===== src/rtl/serial_link_pkg.sv =====
// Shared definitions for the serial shift-register link (transmit and receive sides).
package serial_link_pkg;

  typedef enum logic [1:0] {
    IDLE   = 2'd0,
    DATA   = 2'd1,
    PARITY = 2'd2,
    STOP   = 2'd3
  } rx_state_t;

  localparam logic START_BIT = 1'b1;
  localparam logic STOP_BIT  = 1'b0;
  localparam logic IDLE_LVL  = 1'b0;

endpackage


===== src/rtl/sipo_shifter.sv =====
// Serial-in parallel-out shift-left register with synchronous clear and running
// even-parity accumulator over every bit shifted in since the last clear.
module sipo_shifter #(
  parameter int unsigned DATA_W = 4
) (
  input  logic              clk,
  input  logic              i_clr,
  input  logic              i_shift_en,
  input  logic              i_sin,
  output logic [DATA_W-1:0] o_data,
  output logic              o_parity
);

  logic [DATA_W-1:0] r_data;
  logic              r_parity;

  always_ff @(posedge clk) begin
    if (i_clr) begin
      r_data   <= '0;
      r_parity <= 1'b0;
    end else if (i_shift_en) begin
      r_data   <= {r_data[DATA_W-2:0], i_sin};
      r_parity <= r_parity ^ i_sin;
    end
  end

  assign o_data   = r_data;
  assign o_parity = r_parity;

endmodule


===== src/rtl/serial_frame_receiver.sv =====
// Framed serial receiver with a one-entry valid/ready output buffer.
// Optional even parity bit enabled by defining SERIAL_RX_PARITY_EN.
module serial_frame_receiver
  import serial_link_pkg::*;
#(
  parameter int unsigned DATA_W = 4
) (
  input  logic              clk,
  input  logic              reset,
  input  logic              bit_en,
  input  logic              sin,
  output logic [DATA_W-1:0] dout,
  output logic              dout_valid,
  input  logic              dout_ready,
  output logic              frame_err,
  output logic              parity_err,
  output logic              overrun
);

  localparam int unsigned CNT_W = $clog2(DATA_W);
  localparam logic [CNT_W-1:0] LAST_IDX = CNT_W'(DATA_W - 1);

  rx_state_t         r_state, w_state_nxt;
  logic [CNT_W-1:0]  r_cnt;
  logic              w_start, w_shift, w_eval, w_par_bad, w_xfer;
  logic [DATA_W-1:0] w_data;
  logic              w_run_par;

  logic [DATA_W-1:0] r_dout;
  logic              r_valid, r_frame_err, r_parity_err, r_overrun;

  always_ff @(posedge clk) begin
    if (reset) r_state <= IDLE;
    else       r_state <= w_state_nxt;
  end

  always_comb begin
    w_state_nxt = r_state;
    w_start     = 1'b0;
    w_shift     = 1'b0;
    w_eval      = 1'b0;
    if (bit_en) begin
      case (r_state)
        IDLE: begin
          if (sin == START_BIT) begin
            w_start     = 1'b1;
            w_state_nxt = DATA;
          end
        end
        DATA: begin
          w_shift = 1'b1;
          if (r_cnt == LAST_IDX) begin
`ifdef SERIAL_RX_PARITY_EN
            w_state_nxt = PARITY;
`else
            w_state_nxt = STOP;
`endif
          end
        end
`ifdef SERIAL_RX_PARITY_EN
        PARITY: w_state_nxt = STOP;
`endif
        STOP: begin
          w_eval      = 1'b1;
          w_state_nxt = IDLE;
        end
        default: w_state_nxt = IDLE;
      endcase
    end
  end

  always_ff @(posedge clk) begin
    if (reset || w_start) r_cnt <= '0;
    else if (w_shift)     r_cnt <= r_cnt + 1'b1;
  end

  // Clearing on the start bit keeps bits of an aborted frame out of the next word.
  sipo_shifter #(
    .DATA_W(DATA_W)
  ) u_shifter (
    .clk       (clk),
    .i_clr     (reset || w_start),
    .i_shift_en(w_shift),
    .i_sin     (sin),
    .o_data    (w_data),
    .o_parity  (w_run_par)
  );

`ifdef SERIAL_RX_PARITY_EN
  logic r_par_bit;

  always_ff @(posedge clk) begin
    if (reset)                              r_par_bit <= 1'b0;
    else if (bit_en && r_state == PARITY)   r_par_bit <= sin;
  end

  assign w_par_bad = w_run_par ^ r_par_bit;
`else
  logic w_unused_par;
  assign w_unused_par = w_run_par;
  assign w_par_bad    = 1'b0;
`endif

  assign w_xfer = r_valid && dout_ready;

  always_ff @(posedge clk) begin
    if (reset) begin
      r_dout       <= '0;
      r_valid      <= 1'b0;
      r_frame_err  <= 1'b0;
      r_parity_err <= 1'b0;
      r_overrun    <= 1'b0;
    end else begin
      r_frame_err  <= 1'b0;
      r_parity_err <= 1'b0;
      r_overrun    <= 1'b0;
      if (w_xfer) r_valid <= 1'b0;
      if (w_eval) begin
        if (sin != STOP_BIT) begin
          r_frame_err <= 1'b1;
        end else if (w_par_bad) begin
          r_parity_err <= 1'b1;
        end else if (r_valid && !w_xfer) begin
          r_overrun <= 1'b1;
        end else begin
          r_dout  <= w_data;
          r_valid <= 1'b1;
        end
      end
    end
  end

  assign dout       = r_dout;
  assign dout_valid = r_valid;
  assign frame_err  = r_frame_err;
`ifdef SERIAL_RX_PARITY_EN
  assign parity_err = r_parity_err;
`else
  assign parity_err = 1'b0;
`endif
  assign overrun    = r_overrun;

endmodule

===== config.mk =====
export PLATFORM = sky130hd
export DESIGN_NAME = serial_frame_receiver
export DESIGN_NICKNAME = d
export VERILOG_FILES = /design/src/rtl/serial_link_pkg.sv /design/src/rtl/sipo_shifter.sv /design/src/rtl/serial_frame_receiver.sv
export SDC_FILE = /design/constraint.sdc
export NUM_CORES = 1
export LEC_CHECK = 0
export ABC_CLOCK_PERIOD_IN_PS = 1100
export CORE_MARGIN = 4
export CORE_UTILIZATION = 42
export DETAILED_ROUTE_END_ITERATION = 6
export HOLD_SLACK_MARGIN = 0.02
export PLACE_DENSITY = 0.7
export SYNTH_ARGS = -nofsm -noshare
export SYNTH_HDL_FRONTEND = slang
export SYNTH_SLANG_ARGS = --single-unit

===== constraint.sdc =====
create_clock -name clk -period 1.1 [get_ports clk]
set_clock_uncertainty 0.15 [all_clocks]
set_input_delay 0.33 -clock clk [delete_from_list [all_inputs] [get_ports clk]]
set_output_delay 0.33 -clock clk [all_outputs]
set_load 0.02 [all_outputs]

# After elaboration in Yosys (flattened, before gate mapping)
# Index checks and enable logic that the tools add are counted.
op_classes:
  order_cmp: 0
  eq_ne: 5
  shift: 0
  muxes: 15
  addsub: 1
  bitwise: 3
  div_mod_pow: 0
  n_mul: 0
  reduce_logical: 9
op_table:
  columns: ["operator", "count"]
  rows:
  - ["1-bit two-way mux", 12]
  - ["3-bit AND reduction", 2]
  - ["2-bit equality test, second input constant", 2]
  - ["2-bit two-way mux", 2]
  - ["2-bit inequality test, second input constant", 2]
  - ["2-bit one-hot mux with 2 select lines", 1]
  - ["1-bit NOT", 3]
  - ["3-bit OR reduction", 1]
  - ["2-bit by 1-bit adder with 2-bit output, second input constant", 1]
  - ["2-bit by 1-bit equality test with 1-bit output, second input constant", 1]
  - ["1-bit logical AND", 2]
  - ["2-bit logical NOT", 1]
  - ["2-bit OR reduction", 1]
  - ["1-bit logical NOT", 1]
  - ["1-bit logical OR", 1]
word_totals:
  memories: 0
  wordCells: 40
  mem_bits_rw: 0
  latchBits: 0
  ff_bits: 15
  mem_bits_ro: 0

# Longest topological paths before layout
logic_depth:
  depth_word: 6
  depth_mapped: 5

# By module
# Synthesis repeated with hierarchy kept, for this count alone.
hier_totals:
  cells_unflattened: 64
  area_unflattened_um2: 674.4
by_module_without_submodules:
  columns: ["mod", "cells_per_inst", "instances", "seq_area_each_um2", "area_each_um2"]
  rows:
  - ["serial_frame_receiver", 47, 1, 220.2, 481.7]
  - ["sipo_shifter", 17, 1, 100.1, 192.7]

# Worst setup path after synthesis
# OpenSTA, ideal clock, no wires.
synth_timing:
  path_kind: "in2reg"
  from: "input port bit_en"
  to: "register r_dout[0], in the netlist dout[0]"
  required_time_ns: 0.878
  path_buffers: 2
  setup_ns: 0.072
  arrival_ns: 1.006
  path_slack_ns: -0.127
  path_stages: 5
  cell_sequence: "buf_4 -> nand4b_1 -> nor2b_1 -> clkbuf_2 -> mux2i_1"
synth_between:
  elab_chain_len: 2
synth_rtl:
  columns: ["element", "line", "text"]
  rows:
  - ["start, declared", "serial_frame_receiver.sv:10", "input logic bit_en,"]
  - ["1-bit two-way mux", "serial_frame_receiver.sv:42", "if (bit_en) begin"]
  - ["3-bit AND reduction (no line)", null, null]
  - ["end signal, assigned", "serial_frame_receiver.sv:126", "r_dout <= w_data;"]
  - ["end, declared", "serial_frame_receiver.sv:29", "logic [DATA_W-1:0] r_dout;"]
# Every way passes these cells.
# A chain may end at the register's enable or synchronous reset.

# Final worst setup path
layout_timing:
  from: "register r_dout[1], in the netlist dout[1]"
  to: "output port dout[1]"
layout_lines:
  columns: ["element", "line", "text"]
  rows:
  - ["end, declared", "serial_frame_receiver.sv:12", "output logic [DATA_W-1:0] dout,"]
# No word-level cell between the ends.

==> flow_summary.json <==
{
  "status": "complete, but fails checks",
  "violations": "setup timing",
  "setup_tns_ps": -1479,
  "p_int_mw": 0.7341,
  "cts_buffer_depth": 2,
  "cts-htree-levels": 1,
  "rsz0062_at_grt": "true",
  "cp_top_family": "flip-flops",
  "yosysMostFrequentCell": "dfxtp_1",
  "yosys.area.top_type_share_pct": 48.58,
  "path_max_fanout": 2,
  "cts_root_buf": "clkbuf_4",
  "synth_edf_count": 0,
  "sw_frac_of_total_pct": 24.20,
  "multi_input_area_sq_um": 355.3,
  "drv_cap": 0,
  "cts_buffers": 3,
  "drc": 0,
  "setup_violations": 18,
  "dieArea_sq_um": 2149,
  "finalNetCount": 96,
  "powerDensity_nw_per_um2": 996.1,
  "coreArea_sq_um": 1350,
  "ys_warn_count": 0,
  "initial_core_util_pct": 45.78,
  "end_kind": "output port",
  "max_stage_delay_ps": 350,
  "finalHoldViolations": 0,
  "grt.total_usage_pct": 11.86,
  "rr_startpoint": "r_state[1]$_SDFFE_PP0P_",
  "grt_pass1_vias": 459,
  "timing.final.crit_share_pct": 111.1,
  "critPathSlowestCell": "dfxtp_2",
  "whs_path_depth": 2,
  "synth_flop_cell": "dfxtp_1",
  "ys_seq_elements": 15,
  "fin_area_sq_um": 972.2,
  "dp_hpwl_um": 792.9,
  "fillers": 106,
  "hold_class": "reg2reg",
  "worst_hold_path.endpoint": "dout[3]$_SDFFE_PP0P_",
  "row_count": 13,
  "vias": 492,
  "grt_pass1_wl_um": 1773,
  "crit_type": "reg2out",
  "antenna_found_initial": 0,
  "routedWlPerCell_um": 11.23,
  "die_h_um": 46.36,
  "first_pass_iters": 2,
  "placed_area_sq_um": 820.8,
  "seq_area_sq_um": 314.1,
  "vias_per_cell": 4.731,
  "synthCells": 62,
  "antenna_cells": 0,
  "drive_gt1_share_pct": 56.18,
  "grt_max_degree": 13,
  "slew_violations": 0,
  "path_cells": "buf_6",
  "pin_count": 13,
  "clock-sinks": 15,
  "cp_data_required_time_ps": 620,
  "p_leak_nw": 0.4599,
  "comb_power_share_pct": 10.2,
  "p_clk_share_pct": 32.8,
  "yosys-top-cells-count": "dfxtp_1, nor2_1, mux2i_1, nand2b_1",
  "synth-async-reset-ratio_pct": 0,
  "min-delay-start": "u_shifter.o_data[3]$_SDFFE_PP0P_",
  "path_buf_inv": 1,
  "fp.dieW_um": 46.36,
  "fin_ws_ps": -122.5,
  "final_cells": 104,
  "hold_buffers": 0,
  "fmax_mhz": 818.0,
  "dp.cells": 97,
  "final.min_clock_period_ps": 1223,
  "portBuffers": 11,
  "grt.overflow.total": 0,
  "r2r-end": "r_cnt[1]$_SDFFE_PP0P_",
  "syn_area_sq_um": 618.1,
  "pre_cts_ws_ps": -595.6,
  "power_frac_seq_pct": 57.0,
  "synth_cell_types": 20,
  "cp-start-kind": "flip-flop",
  "ys_seq_area_share_pct": 48.58,
  "gp_congestion": 0.7155,
  "avgSynthCellArea_sq_um": 9.969,
  "clk_pin_slew_ps": 100,
  "ant_nets": 0,
  "reg2reg_slack_ps": -70,
  "rr_worst_depth": 5,
  "area_growth_pct": 57.29,
  "design_power_total_mw": 0.9684,
  "whs_ps": 330.5,
  "totalWireLength_um": 1168,
  "final_util_pct": 72.01,
  "switchingPower_mw": 0.2344,
  "dr.first_iter.drc_count": 3,
  "ys_top_cells_by_area": "dfxtp_1, mux2i_1, nand2b_1, nor2_1, buf_4",
  "peakVddDrop_mv": 0.7982,
  "synth.net_count": 68,
  "insertion_delay_ps": 280,
  "cts_tree": "yes",
  "yosys.area.top_type": "dfxtp_1",
  "cp_data_arrival_time_ps": 740
}
## power groups by stage
stage / clock network (mW) / registers (mW) / logic, mW
3_5_place_dp: 0 / 0.564 / 0.0797
4_1_cts: 0.322 / 0.552 / 0.0802
2_1_floorplan: 0 / 0.566 / 0.0451
3_3_place_gp: 0 / 0.564 / 0.0786
5_1_grt: 0.351 / 0.553 / 0.106
6_report: 0.318 / 0.552 / 0.0984
## timing repair
| action | CTS | global route |
|---|---|---|
| buffers inserted | 1 | 2 |
| pin swaps | 3 | 11 |
| endpoints found under the hold margin | 0 | 0 |
| resized for setup | 60 | 17 |
| endpoints found under the setup margin | 21 | 20 |
## sequential cells by signal, summed over array words and instances, names as in the netlist
signal	count
r_cnt	2
dout_valid	1
dout	4
u_shifter.o_data	4
frame_err	1
r_state	2
overrun	1
## routing by layer
metal	global-route usage (%)	part of all wire (%)	vias up
li1	-	-	261
met1	14.59	49	221
met2	18.13	45	8
met3	3.516	4.9	2
met4	6.818	1.5	0
met5	0	0	-
## kinds of logic (layout without fill, tap and decap cells)
kind of cell               count (synthesis)  count (layout)  share of synthesized area, %
and+or+nand+nor                           26              26                         22.87
other                                      1               1                        0.6067
buffers and inverters                      4              31                         3.844
muxes                                     10              10                         16.40
AOI/OAI and AO/OA                          4               4                         4.252
DFF                                       15              15                         48.58
adders and majority gates                  1               1                         2.024
xor gates and xnor gates                   1               1                         1.417
## layout make-up
cell class | count | share of cell area [%]
Multi-Input combinational cell | 43 | 36.55
Clock buffer | 3 | 2.317
Sequential cell | 15 | 32.30
Clock inverter | 1 | 0.5148
Tap cell | 15 | 1.931
Timing Repair Buffer | 27 | 26.38
## worst reg2reg max path: cells and delay by family (launching register included)
| kind | cells | cell delay [ps] |
|---|---|---|
| flops | 1 | 340 |
| buf+inv | 2 | 230 |
| simple gates | 2 | 150 |
| compound gates | 1 | 200 |
## cell usage in the layout, fill, tap and decap left out, drive strengths merged
cell type and count:
dfxtp 15, clkbuf 3, and3 2, mux2i 9, nor2b 1, a31o 1, nand3b 1, ha 1
nand2 1, a21oi 2, clkinv 1, buf 23, xor2 1, nand4b 1, dlygate4sd2 4, nor2 10
mux2 1, conb 1, a211oi 1, nand2b 9, nand3 1
## worst max path at each step
stage,cells after the start,startpoint,slack [ps],to
4_1_cts,1,dout[1]$_SDFFE_PP0P_,-120,dout[1]
6_report,1,dout[1]$_SDFFE_PP0P_,-120,dout[1]
3_3_place_gp,5,bit_en,-560,r_cnt[1]$_SDFFE_PP0P_
3_5_place_dp,5,bit_en,-600,r_cnt[1]$_SDFFE_PP0P_
2_1_floorplan,5,bit_en,-90,dout[0]$_SDFFE_PP0P_
5_1_grt,1,dout[0]$_SDFFE_PP0P_,-150,dout[0]
Power figures use the tool's default switching activity.
